## src/rtl/ariane_pkg.sv

```systemverilog
// ariane_pkg: FENCE.T control-word field positions shared by decode, CSR/commit and fence sequencing.
// Revision: 1.0
`default_nettype none

package ariane_pkg;

  localparam int FENCE_T_W       = 20;
  localparam int FENCE_T_D_BIT   = 0;
  localparam int FENCE_T_I_BIT   = 1;
  localparam int FENCE_T_TLB_BIT = 2;
  localparam int FENCE_T_BP_BIT  = 3;
  localparam int FENCE_T_PAD_LSB = 8;
  localparam int FENCE_T_PAD_W   = 12;

endpackage

`default_nettype wire

```

## src/rtl/fence_pad_counter.sv

```systemverilog
// fence_pad_counter: saturating cycle counter with clear/enable and a look-ahead compare against a pad.
// Revision: 1.0
`default_nettype none

module fence_pad_counter #(
  parameter int W = 12
) (
  input  logic         clk_i,
  input  logic         rst_ni,
  input  logic         clear,
  input  logic         enable,
  input  logic [W-1:0] pad,
  output logic         reached
);

  logic [W-1:0] cnt;
  logic [W-1:0] base;
  logic [W-1:0] next_cnt;

  // While clear is held the count is treated as zero, so a start in that cycle counts from 0.
  assign base     = clear ? '0 : cnt;
  assign next_cnt = (&base) ? base : base + 1'b1;
  assign reached  = (next_cnt >= pad);

  always_ff @(posedge clk_i or negedge rst_ni) begin
    if (!rst_ni) begin
      cnt <= '0;
    end else if (enable) begin
      cnt <= next_cnt;
    end else if (clear) begin
      cnt <= '0;
    end
  end

endmodule

`default_nettype wire

```

## src/rtl/fence_sequencer.sv

```systemverilog
// fence_sequencer: orders D$/I$/TLB/BP flushes, FENCE.T padding and the final pipeline flush for fences.
// Revision: 1.0
`default_nettype none

module fence_sequencer
  import ariane_pkg::*;
#(
  parameter int PAD_W = 12
) (
  input  logic                 clk_i,
  input  logic                 rst_ni,
  input  logic                 fence_i_i,
  input  logic                 fence_d_i,
  input  logic                 sfence_vma_i,
  input  logic [FENCE_T_W-1:0] fence_t_i,
  input  logic                 flush_commit_i,
  input  logic                 flush_dcache_ack_i,
  output logic                 flush_dcache_o,
  output logic                 flush_icache_o,
  output logic                 flush_tlb_o,
  output logic                 flush_bp_o,
  output logic                 flush_pipeline_o,
  output logic                 set_pc_commit_o,
  output logic                 halt_o
);

  typedef enum logic [2:0] {
    IDLE       = 3'd0,
    FLUSH_D    = 3'd1,
    FLUSH_REST = 3'd2,
    PAD        = 3'd3,
    DONE       = 3'd4
  } state_t;

  state_t           state;
  logic             need_d, need_i, need_tlb, need_bp;
  logic [PAD_W-1:0] pad_q;

  logic             req, req_d, req_i, req_tlb, req_bp;
  logic [PAD_W-1:0] req_pad;
  logic             idle, rest_q, rest_req, reached;
  logic [PAD_W-1:0] cmp_pad;

  // Priority decode: FENCE.T > FENCE.I > FENCE > SFENCE.VMA > AMO flush.
  always_comb begin
    req     = (|fence_t_i) | fence_i_i | fence_d_i | sfence_vma_i | flush_commit_i;
    req_d   = 1'b0;
    req_i   = 1'b0;
    req_tlb = 1'b0;
    req_bp  = 1'b0;
    req_pad = '0;
    if (|fence_t_i) begin
      req_d   = fence_t_i[FENCE_T_D_BIT];
      req_i   = fence_t_i[FENCE_T_I_BIT];
      req_tlb = fence_t_i[FENCE_T_TLB_BIT];
      req_bp  = fence_t_i[FENCE_T_BP_BIT];
      req_pad = fence_t_i[FENCE_T_PAD_LSB +: PAD_W];
    end else if (fence_i_i) begin
      req_d = 1'b1;
      req_i = 1'b1;
    end else if (fence_d_i) begin
      req_d = 1'b1;
    end else if (sfence_vma_i) begin
      req_tlb = 1'b1;
    end
  end

  assign idle     = (state == IDLE);
  assign rest_req = req_i | req_tlb | req_bp;
  assign rest_q   = need_i | need_tlb | need_bp;
  assign cmp_pad  = idle ? req_pad : pad_q;

  fence_pad_counter #(
    .W (PAD_W)
  ) u_pad_counter (
    .clk_i   (clk_i),
    .rst_ni  (rst_ni),
    .clear   (idle),
    .enable  (!idle || req),
    .pad     (cmp_pad),
    .reached (reached)
  );

  always_ff @(posedge clk_i or negedge rst_ni) begin
    if (!rst_ni) begin
      state            <= IDLE;
      need_d           <= 1'b0;
      need_i           <= 1'b0;
      need_tlb         <= 1'b0;
      need_bp          <= 1'b0;
      pad_q            <= '0;
      flush_dcache_o   <= 1'b0;
      flush_icache_o   <= 1'b0;
      flush_tlb_o      <= 1'b0;
      flush_bp_o       <= 1'b0;
      flush_pipeline_o <= 1'b0;
      set_pc_commit_o  <= 1'b0;
      halt_o           <= 1'b0;
    end else begin
      flush_icache_o   <= 1'b0;
      flush_tlb_o      <= 1'b0;
      flush_bp_o       <= 1'b0;
      flush_pipeline_o <= 1'b0;
      set_pc_commit_o  <= 1'b0;
      case (state)
        IDLE: begin
          if (req) begin
            need_d   <= req_d;
            need_i   <= req_i;
            need_tlb <= req_tlb;
            need_bp  <= req_bp;
            pad_q    <= req_pad;
            halt_o   <= 1'b1;
            if (req_d) begin
              state          <= FLUSH_D;
              flush_dcache_o <= 1'b1;
            end else if (rest_req) begin
              state          <= FLUSH_REST;
              flush_icache_o <= req_i;
              flush_tlb_o    <= req_tlb;
              flush_bp_o     <= req_bp;
            end else if (reached) begin
              state            <= DONE;
              flush_pipeline_o <= 1'b1;
              set_pc_commit_o  <= 1'b1;
            end else begin
              state <= PAD;
            end
          end
        end
        FLUSH_D: begin
          if (flush_dcache_ack_i) begin
            flush_dcache_o <= 1'b0;
            if (rest_q) begin
              state          <= FLUSH_REST;
              flush_icache_o <= need_i;
              flush_tlb_o    <= need_tlb;
              flush_bp_o     <= need_bp;
            end else if (reached) begin
              state            <= DONE;
              flush_pipeline_o <= 1'b1;
              set_pc_commit_o  <= 1'b1;
            end else begin
              state <= PAD;
            end
          end
        end
        FLUSH_REST, PAD: begin
          if (reached) begin
            state            <= DONE;
            flush_pipeline_o <= 1'b1;
            set_pc_commit_o  <= 1'b1;
          end else begin
            state <= PAD;
          end
        end
        DONE: begin
          state  <= IDLE;
          halt_o <= 1'b0;
        end
        default: begin
          state  <= IDLE;
          halt_o <= 1'b0;
        end
      endcase
    end
  end

endmodule

`default_nettype wire

```

## config.mk

```make
export PLATFORM = sky130hd
export DESIGN_NAME = fence_sequencer
export DESIGN_NICKNAME = d
export VERILOG_FILES = /design/src/rtl/ariane_pkg.sv /design/src/rtl/fence_pad_counter.sv /design/src/rtl/fence_sequencer.sv
export SDC_FILE = /design/constraint.sdc
export NUM_CORES = 1
export LEC_CHECK = 0
export CORE_UTILIZATION = 30
export CTS_CLUSTER_SIZE = 28
export DETAILED_ROUTE_END_ITERATION = 12
export GPL_TIMING_DRIVEN = 0
export PLACE_DENSITY = 0.58
export SLEW_MARGIN = 20
export SYNTH_ARGS = -nofsm -noshare
export SYNTH_HDL_FRONTEND = slang
export SYNTH_SLANG_ARGS = --single-unit
```

## constraint.sdc

```tcl
create_clock -name clk_i -period 8.8 [get_ports clk_i]
set_input_delay 1.32 -clock clk_i [delete_from_list [all_inputs] [get_ports clk_i]]
set_output_delay 1.32 -clock clk_i [all_outputs]
set_load 0.02 [all_outputs]
```

==> key figures <==
Synth
  • Number of flops mapped to enable cells by yosys: 0
  • Post-synthesis cell type count: 51
  • #FFs+latches synth: 36
  • Largest cells by area after synthesis: dfrtp_1, ha_1, a22o_1
  • Post-Synth Adder-Cell Area: 0.07115
  • Leading area contributor after synthesis: dfrtp_1
  • Mapped Cells: between 200 and 250
  • Fraction of registers with async set/reset: 1.000
  • Proportion of synthesized area in mux cells: 0.05309
  • Mapped Nets: between 200 and 300
  • Prevailing post-synth register cell: dfrtp_1
  • Main combinational cell family by area after synthesis: simple AND/OR/NAND/NOR gates
  • Yosys warnings: 0
  • Sequential cell area fraction in the yosys report: 0.3941
  • Netlist Area Pre-Place: ~2300 um^2
  • Commonest cells post-synth: dfrtp_1, nor2_1, nand2_1, o21ai_0
  • Post-Synth XOR/XNOR Area: 0.03065
  • Simple-gate portion of the synthesized area: 0.2113
  • Count leader, synth: dfrtp_1
  • Synth Area in Compound Gates: 0.1938
  • Share of the synthesized area in the top cell type: 0.3941
  • Post-Synthesis Mean Instance Area: 9.727 um^2

Placed design
  • Port buffer count: 33
  • Gpl congestion: 0.8082
  • Placed cells: about 370
  • Placed Area: 2755 um^2
  • Detailed-placement wirelength estimate: between 4000 and 5000 um

Clock network
  • Setup bufs post-CTS: 0
  • Worst skew pair latency: just under 0.3 ns
  • Root Buffer: clkbuf_8
  • Bufs on Longest Clock Path: 2
  • Clk slew on worst S/H paths: ~0.07 ns
  • Sink Count: 36
  • CTS buffer count: 5
  • Max H-tree Level: 2
  • CTS tree: yes
  • Post-CTS Hold Fix Bufs: 0
  • Resized Gates After CTS: 0

Min path
  • Hold_sp: pad_q[8]$_DFFE_PN0P_
  • Min-Delay Path Class: reg2reg

Global route
  • Largest net degree at the start of global routing: 30
  • GRT Overall Usage: 0.1607
  • First-pass GRT wire length: between 9000 and 10,000 um
  • Vias in the first global route: ~1.8k
  • Initial antenna violation count: 0
  • Final global-route overflow total: 0

Route
  • WL per Instance: between 15 and 20 um
  • 1st-iter DRT viols: roughly 140
  • Via-per-instance ratio: 5.090
  • Total routed wirelength: 5664 um
  • Number of remaining DRC errors: 0
  • First-pass iteration count of the detailed router: 4
  • Detail Route Antenna Nets: 0
  • Via count: roughly 1.9k

Floorplan
  • Die area: 7973 um^2
  • Die Span X: 89.29 um
  • # IOs: 34
  • # rows: 31
  • Initial Utilization: 0.3135
  • Core footprint: approximately 7300 um^2
  • Die Ht: a little under 90 um

Pwr
  • Leak: approximately 1.2 nW
  • Pwr dens: 255.3 nW/um^2
  • Worst IR Drop VDD: between 0.1 and 0.15 mV

Layout
  • Non-filler cells in the finished layout: between 300 and 400
  • Final Util: 0.3902
  • Final net count: between 300 and 400
  • Inserted Diodes: 0
  • Synth-to-layout area growth: 24.47%
  • Layout cell share with drive strength beyond 1: 0.1011
  • Design area: ~2800 um^2
  • Fillers: between 700 and 800

Setup path
  • Crit-path slowest cell: a211oi_1
  • Arrival time worst endpoint: 4.42 ns
  • Crit Path Category: reg2reg
  • Worst-path cell chain: buf_2 > or3_4 > buf_6 > buf_2 > and2_1 > ha_1 > nand3_1 > nor4_4 > nor3b_1 > xnor2_1 > nor2_1 > ha_1 > a211oi_1 > o21ai_0 > a211oi_1 > o21ai_0 > and2_1
  • Cell family with the largest share of critical-path delay: simple AND/OR/NAND/NOR gates
  • Crit path launch: state[2]$_DFFE_PN0P_
  • CP peak stage delay: 0.51 ns
  • Critical Path Fanout Max: 10
  • RR Startpoint: state[2]$_DFFE_PN0P_
  • Crit path required time: around 9.0 ns
  • Crit path buf inv count: 3
  • Crit end category: flip-flop
  • Crit start category: flip-flop

Timing
  • Final setup vio count: 0
  • Final hold viol count: 0
  • Final Max Tran Viols: 0
  • Slew HR: 0.5852
  • Worst Skew: between 0.006 and 0.007 ns
  • RSZ-0062 raised after global routing: no
  • Worst-Margin Slew: around 0.62 ns
  • Final setup TNS: 0 ns
  • Crit path time final: between 4 and 5 ns
  • Maximum clock frequency: 235.5 MHz
  • Final period utilization: 0.4825

Run
  • Max cap viols: 0

Run status
  • Status: finished clean
-- per-stage QoR --
stage                     worst slack [ns]  total power, mW  hold slack, ns
after floorplan                      5.245           0.5045          0.4658
after global placement               4.669           0.5932          0.4825
after detailed placement             4.637           0.6033          0.4816
after CTS                            4.591           0.7312          0.5067
after global routing                 4.194           0.7912          0.5189
final                                4.554           0.7264          0.5009
-- state kept, by name, summed over array words and instances, names as in the netlist --
register and cells:
flush_bp_o 1, flush_dcache_o 1, flush_icache_o 1, flush_tlb_o 1, halt_o 1, need_bp 1, need_i 1, need_tlb 1
pad_q 12, set_pc_commit_o 1, state 3, u_pad_counter.cnt 12
-- final timing paths --
kind,slack (ns),depth (start not counted),endpoint
worst max-delay path,4.55,17,state[2]$_DFFE_PN0P_
worst min-delay path,0.50,1,pad_q[8]$_DFFE_PN0P_
worst max register to register,4.55,17,state[2]$_DFFE_PN0P_
worst min register to register,0.50,1,pad_q[8]$_DFFE_PN0P_
max in group asynchronous,7.51,2,pad_q[11]$_DFFE_PN0P_
min in group asynchronous,0.87,1,u_pad_counter.cnt[11]$_DFF_PN0_
-- logic make-up after synthesis --
logic type,Yosys count
AO/OA/AOI/OAI,62
XOR/XNOR,8
adder cells (fa/ha/maj),13
buffers and inverters,17
flip-flops,36
multiplexers,12
AND/OR/NAND/NOR,87
-- routing by layer --
layer | vias to the layer above | GRT usage | wire length (um)
met5 | - | 0 | 0
met4 | 0 | 0.04762 | 81
met3 | 9 | 0.02862 | 192
met2 | 43 | 0.2318 | 2512
met1 | 901 | 0.2431 | 2878
li1 | 961 | - | -
-- layout make-up --
cell class                 count  area, um^2  share of cell area
buffer                        12       86.33             0.03034
clock buffer                   8       90.09             0.03166
inverter                       5       18.77            0.006596
multi-input combinational    182        1280              0.4499
sequential                    36       900.9              0.3166
tap                           99       123.9             0.04354
timing repair buffer          34       345.3              0.1214
-- placed cells by master, fill, tap and decap left out, types with 6 or more instances in the layout --
master	instances
clkdlybuf4s50_1	32
clkbuf_8	6
nand2_1	17
mux2i_1	11
ha_1	13
a22o_1	13
o21ai_0	15
nand4_1	6
nor3_1	12
a21oi_1	7
dfrtp_1	36
nor2_1	22
xnor2_1	7
-- report_power, final --
group | internal [mW] | switching, mW
Clock | 0.0640 | 0.0606
Sequential | 0.226 | 0.0427
Combinational | 0.156 | 0.178
No activity file was read; power rests on OpenSTA's default activity.
